$ cat config.mk
export PLATFORM = sky130hd
export DESIGN_NAME = sprite_mem_writer
export DESIGN_NICKNAME = d
export VERILOG_FILES = /design/src/rtl/sprite_pkg.sv /design/src/rtl/palette_match.sv /design/src/rtl/sprite_mem_writer.sv
export SDC_FILE = /design/constraint.sdc
export NUM_CORES = 1
export LEC_CHECK = 0
export ABC_AREA = 1
export CAP_MARGIN = 20
export CORE_UTILIZATION = 46
export CTS_CLUSTER_SIZE = 14
export DETAILED_ROUTE_END_ITERATION = 6
export PLACE_DENSITY = 0.79
export SYNTH_ARGS = -nofsm -noshare
export SYNTH_HDL_FRONTEND = slang
export SYNTH_SLANG_ARGS = --single-unit
$ cat constraint.sdc
create_clock -name Clk -period 2.1 [get_ports Clk]
set_clock_uncertainty 0.15 [all_clocks]
set_input_delay 0.42 -clock Clk [delete_from_list [all_inputs] [get_ports Clk]]
set_output_delay 0.42 -clock Clk [all_outputs]
set_load 0.05 [all_outputs]
$ cat src/rtl/sprite_pkg.sv
// Shared types and constants for the sprite memory writer.
// Palette contents, FSM state encoding and the colour distance helper.
package sprite_pkg;

    localparam int SPRITE_DEPTH_DEFAULT = 441;
    localparam int PAL_N = 4;

    localparam logic [23:0] PAL_0 = 24'h800080;
    localparam logic [23:0] PAL_1 = 24'hFFFFFF;
    localparam logic [23:0] PAL_2 = 24'hF83800;
    localparam logic [23:0] PAL_3 = 24'hFFA044;

    typedef logic [PAL_N-1:0][23:0] palette_t;

    localparam palette_t PALETTE = {PAL_3, PAL_2, PAL_1, PAL_0};

    typedef enum logic [1:0] {
        IDLE,
        RUN,
        DRAIN,
        DONE
    } state_t;

    // Sum of absolute per-channel differences, max 3*255 fits in 10 bits.
    function automatic logic [9:0] l1_dist(
        input logic [23:0] a,
        input logic [23:0] b
    );
        logic [9:0] s;
        logic [7:0] x;
        logic [7:0] y;
        s = '0;
        for (int c = 0; c < 3; c++) begin
            x = a[c*8 +: 8];
            y = b[c*8 +: 8];
            s = s + 10'((x > y) ? (x - y) : (y - x));
        end
        return s;
    endfunction

endpackage

$ cat src/rtl/palette_match.sv
// RGB to palette index encoder. Exact match by default;
// SPRITE_WR_NEAREST_EN selects the nearest entry by L1 distance.
module palette_match
    import sprite_pkg::*;
#(
    parameter int IDX_W = 4
) (
    input  logic [23:0]      in_color,
    output logic [IDX_W-1:0] index,
    output logic             exact
);

`ifdef SPRITE_WR_NEAREST_EN
    logic [9:0] w_best;
    logic [9:0] w_dist;

    // Strict less-than keeps the lowest index on ties.
    always_comb begin
        w_best = l1_dist(in_color, PALETTE[0]);
        w_dist = '0;
        index  = '0;
        for (int i = 1; i < PAL_N; i++) begin
            w_dist = l1_dist(in_color, PALETTE[i]);
            if (w_dist < w_best) begin
                w_best = w_dist;
                index  = IDX_W'(i);
            end
        end
        exact = (w_best == '0);
    end
`else
    always_comb begin
        index = '0;
        exact = 1'b0;
        for (int i = 0; i < PAL_N; i++) begin
            if (in_color == PALETTE[i]) begin
                index = IDX_W'(i);
                exact = 1'b1;
            end
        end
    end
`endif

endmodule

$ cat src/rtl/sprite_mem_writer.sv
// Streams RGB pixels into a palette-indexed sprite RAM, addresses 0..DEPTH-1.
// SPRITE_WR_NEAREST_EN adds nearest-colour encoding and a second pipe stage.
module sprite_mem_writer
    import sprite_pkg::*;
#(
    parameter int DEPTH  = SPRITE_DEPTH_DEFAULT,
    parameter int ADDR_W = 9,
    parameter int IDX_W  = 4
) (
    input  logic              Clk,
    input  logic              Reset,
    input  logic              start,
    input  logic              in_valid,
    input  logic [23:0]       in_color,
    output logic              in_ready,
    output logic              wr_en,
    output logic [ADDR_W-1:0] wr_address,
    output logic [IDX_W-1:0]  wr_data,
    output logic              busy,
    output logic              done,
    output logic              err_color
);

    localparam logic [ADDR_W:0] DEPTH_C = (ADDR_W + 1)'(DEPTH);
    localparam logic [ADDR_W:0] LAST_C  = (ADDR_W + 1)'(DEPTH - 1);

    state_t            r_state;
    state_t            w_next;
    logic [ADDR_W:0]   r_count;
    logic              w_accept;
    logic              w_last;
    logic              w_pending;
    logic              w_clr;
    logic [IDX_W-1:0]  w_idx;
    logic              w_exact;
    logic              w_st_valid;
    logic [ADDR_W-1:0] w_st_addr;
    logic [IDX_W-1:0]  w_st_idx;
    logic              w_st_exact;
    logic              r_wr_en;
    logic [ADDR_W-1:0] r_wr_address;
    logic [IDX_W-1:0]  r_wr_data;
    logic              r_err;

    palette_match #(
        .IDX_W(IDX_W)
    ) u_match (
        .in_color(in_color),
        .index   (w_idx),
        .exact   (w_exact)
    );

    assign w_accept = in_valid && in_ready;
    assign w_last   = (r_count == LAST_C);
    assign w_clr    = (r_state == IDLE) && start;

    always_ff @(posedge Clk) begin
        if (Reset) r_state <= IDLE;
        else       r_state <= w_next;
    end

    always_comb begin
        w_next = r_state;
        unique case (r_state)
            IDLE:    if (start) w_next = RUN;
            RUN:     if (w_accept && w_last) w_next = DRAIN;
            DRAIN:   if (!w_pending) w_next = DONE;
            DONE:    w_next = IDLE;
            default: w_next = IDLE;
        endcase
    end

    always_comb begin
        in_ready = (r_state == RUN) && (r_count < DEPTH_C);
        busy     = (r_state == RUN) || (r_state == DRAIN);
        done     = (r_state == DONE);
    end

    always_ff @(posedge Clk) begin
        if (Reset)         r_count <= '0;
        else if (w_clr)    r_count <= '0;
        else if (w_accept) r_count <= r_count + 1'b1;
    end

`ifdef SPRITE_WR_NEAREST_EN
    logic              r_s1_valid;
    logic [ADDR_W-1:0] r_s1_addr;
    logic [IDX_W-1:0]  r_s1_idx;
    logic              r_s1_exact;

    always_ff @(posedge Clk) begin
        if (Reset) begin
            r_s1_valid <= 1'b0;
            r_s1_addr  <= '0;
            r_s1_idx   <= '0;
            r_s1_exact <= 1'b0;
        end else begin
            r_s1_valid <= w_accept;
            if (w_accept) begin
                r_s1_addr  <= r_count[ADDR_W-1:0];
                r_s1_idx   <= w_idx;
                r_s1_exact <= w_exact;
            end
        end
    end

    assign w_st_valid = r_s1_valid;
    assign w_st_addr  = r_s1_addr;
    assign w_st_idx   = r_s1_idx;
    assign w_st_exact = r_s1_exact;
    assign w_pending  = r_s1_valid;
`else
    assign w_st_valid = w_accept;
    assign w_st_addr  = r_count[ADDR_W-1:0];
    assign w_st_idx   = w_idx;
    assign w_st_exact = w_exact;
    assign w_pending  = 1'b0;
`endif

    // Output stage; address and data hold while no write is issued.
    always_ff @(posedge Clk) begin
        if (Reset) begin
            r_wr_en      <= 1'b0;
            r_wr_address <= '0;
            r_wr_data    <= '0;
            r_err        <= 1'b0;
        end else begin
            r_wr_en <= w_st_valid;
            if (w_st_valid) begin
                r_wr_address <= w_st_addr;
                r_wr_data    <= w_st_idx;
            end
            if (w_clr)                          r_err <= 1'b0;
            else if (w_st_valid && !w_st_exact) r_err <= 1'b1;
        end
    end

    assign wr_en      = r_wr_en;
    assign wr_address = r_wr_address;
    assign wr_data    = r_wr_data;
    assign err_color  = r_err;

endmodule

==> out/results.tsv <==
metric	value	unit
core-area	3050	µm²
via_per_inst	4.74	
synth_area	1470	µm²
h-tree-depth	1	
wl	3240	µm
crit_end	wr_address[3]	
end_kind	output pin	
syn_avg_cell_area	6.76	µm²
grt_setup_unrepaired	true	
crit_fanout	2	
hold_viol	0	
clockBufferDepth	2	
critical_path.top_delay_family	buffers and inverters	
clk_latency	0.32	ns
synth_seq_cells	25	
path_depth	1	
rows	20	
ir_worst_vdd	575	µV
dr_total_vias	1485	
p_int	0.000980	W
drtIter0Drc	59	
ant_nets	0	
overflow	0	
drive_gt1_share	14.9	%
drc	0	
p_sw	0.000700	W
comb_power_share	52.7	%
crit_required	1.53	ns
synth_cell_types	26	
reg2reg_slack	0.29	ns
tritoncts	done	
worst_pin_slew	0.508	ns
setup_violations	0	
p_leak	0.952	nW
synth_warnings	0	
hold_class	flop to flop	
grt_max_degree	19	
crit_path_start	wr_address[3]$_SDFFE_PP0P_	
syn_inst	218	
die_area	3430	µm²
pin_count	46	
cp_slowest_cell	clkdlybuf4s50_1	
p_per_area	807	nW/µm²
gp_congestion	0.857	
track_usage	20.4	%
crit_arrival	1.48	ns
worstSetupStartpointType	flop	
max_slew_margin	66.1	%
first_global_vias	1362	
hpwl	2570	µm
timing.fmax	0.489	GHz
grt_pass1_wl	5440	µm
max-cap-violations	0	
p_clk_share	13.1	%
antenna_found_initial	0	
r2r_start	r_state[1]$_SDFFE_PP0P_	
fin_nets	306	
cts_root_buf	clkbuf_4	
path_buf_inv	1	
clk_pin_slew	0.13	ns
area_growth	41.3	%
start_util	48.3	%
r2r_cells	9	
cts.sinks	25	
finalCriticalPeriod	2.05	ns
r2r-end	r_count[2]$_SDFFE_PP0P_	
maxSlewViolCount	0	
die_w	58.6	µm
first_pass_iters	4	
diodes	0	
critPathMaxStageDelay	0.80	ns
outcome	completed	
p_sw_share	41.7	%
cts_hold_buffers	0	
cts_made_buffers	3	
min_period_over_period	97.4	%
die-height	58.6	µm
dp_slack	0.264	ns
seq_power_share	34.2	%
io_buffers	43	
finalWorstSetupSlack	0.0547	ns
wire_per_inst	10.3	µm
crit_chain	clkdlybuf4s50_1	
critPathKind	flop to output pin	
final_util	68.2	%
seq_area_frac_synth	34.0	%
state kept, by name (all words and copies together), names as in the netlist:
name / cells
r_count: 10
wr_address: 9
r_state: 2
wr_data: 2
err_color: 1
wr_en: 1
power by group through the flow:
stage	sequential (W)	combinational, W	clock, W
after global routing	0.000582	0.000958	0.000248
after floorplan	0.000673	0.000438	0
after global placement	0.000578	0.000821	0
after detailed placement	0.000578	0.000828	0
after CTS	0.000569	0.000864	0.000224
final	0.000574	0.000886	0.000220
routing by layer:
layer	GRT usage (%)	routed length [µm]	vias to the layer above
li1	-	-	802
met4	4.76	25	0
met3	3.52	97	4
met1	26.8	1550	650
met2	34.8	1570	29
met5	0	0	-
final cells by class:
class,count,area (µm²)
Inverter,24,90.1
Clock inverter,1,7.51
Sequential cell,25,509
Clock buffer,3,22.5
Timing Repair Buffer,52,531
Tap cell,44,55.1
Multi-Input combinational cell,164,868
Fill cell,276,970
cell usage after synthesis:
master	number	area (µm²)
nor3b_2	1	12.5
nand3_1	12	60.1
nand3_2	1	10.0
inv_1	21	78.8
inv_2	2	7.51
buf_6	2	22.5
nand4_1	7	43.8
nor2_2	5	31.3
nand3b_2	1	11.3
xnor2_1	1	8.76
a21oi_1	21	105
ha_1	8	100
nand2_1	54	203
clkinv_1	1	3.75
dfxtp_1	25	500
xor2_1	3	26.3
conb_1	1	3.75
nor3_1	4	20.0
buf_2	2	10.0
buf_4	2	15.0
nand3b_1	2	15.0
a211oi_2	1	12.5
and2_1	2	12.5
nor2_1	31	116
o21ai_0	7	35.0
a21oi_2	1	8.76
cell families after synthesis:
| logic type | share of synthesized area [%] |
|---|---|
| simple gates | 36.3 |
| compound gates | 11.0 |
| buf+inv | 9.34 |
| flops | 34.0 |
| fa+ha+maj | 6.79 |
| xor+xnor | 2.38 |
| other cells | 0.254 |
timing repair:
| action | 4_1_cts | 5_1_grt |
|---|---|---|
| endpoints found under the setup margin | 1 | 8 |
| gates resized for setup | 6 | 15 |
| buffers inserted | 2 | 2 |
| pin swaps | 0 | 1 |
cells in the final DEF (no fill, tap or decap), types with 3 or more instances in the layout:
cell / count
dlymetal6s2s_1: 7
nand2_1: 54
nor3_1: 4
nand3_1: 12
clkbuf_4: 3
xor2_1: 3
clkdlybuf4s50_1: 32
buf_4: 11
a21oi_1: 21
ha_1: 7
inv_1: 19
nor2_1: 31
inv_2: 4
dfxtp_1: 18
o21ai_0: 7
nand4_1: 7
dfxtp_2: 7
nor2_2: 4
worst min-delay path by stage:
stage                                         end  slack, ns                     from  depth (start not counted)
after floorplan           r_count[9]$_SDFFE_PP0P_       0.29  r_count[9]$_SDFFE_PP0P_                          2
after global placement     err_color$_SDFFE_PP0P_       0.29   err_color$_SDFFE_PP0P_                          2
after detailed placement   err_color$_SDFFE_PP0P_       0.29   err_color$_SDFFE_PP0P_                          2
after CTS                  err_color$_SDFFE_PP0P_       0.31   err_color$_SDFFE_PP0P_                          2
after global routing       err_color$_SDFFE_PP0P_       0.34   err_color$_SDFFE_PP0P_                          2
final                      err_color$_SDFFE_PP0P_       0.31   err_color$_SDFFE_PP0P_                          2
per-stage QoR:
stage	cells	TNS, ns	instance area, µm²	hold WS, ns	total power (W)
3_5_place_dp	305	0	1970	0.295	0.00141
6_report	313	0	2080	0.313	0.00168
3_3_place_gp	305	0	1970	0.291	0.00140
4_1_cts	311	0	2020	0.313	0.00166
2_1_floorplan	219	0	1480	0.287	0.00111
5_1_grt	313	-0.0242	2080	0.336	0.00179
(Power assumes the default switching activity.)
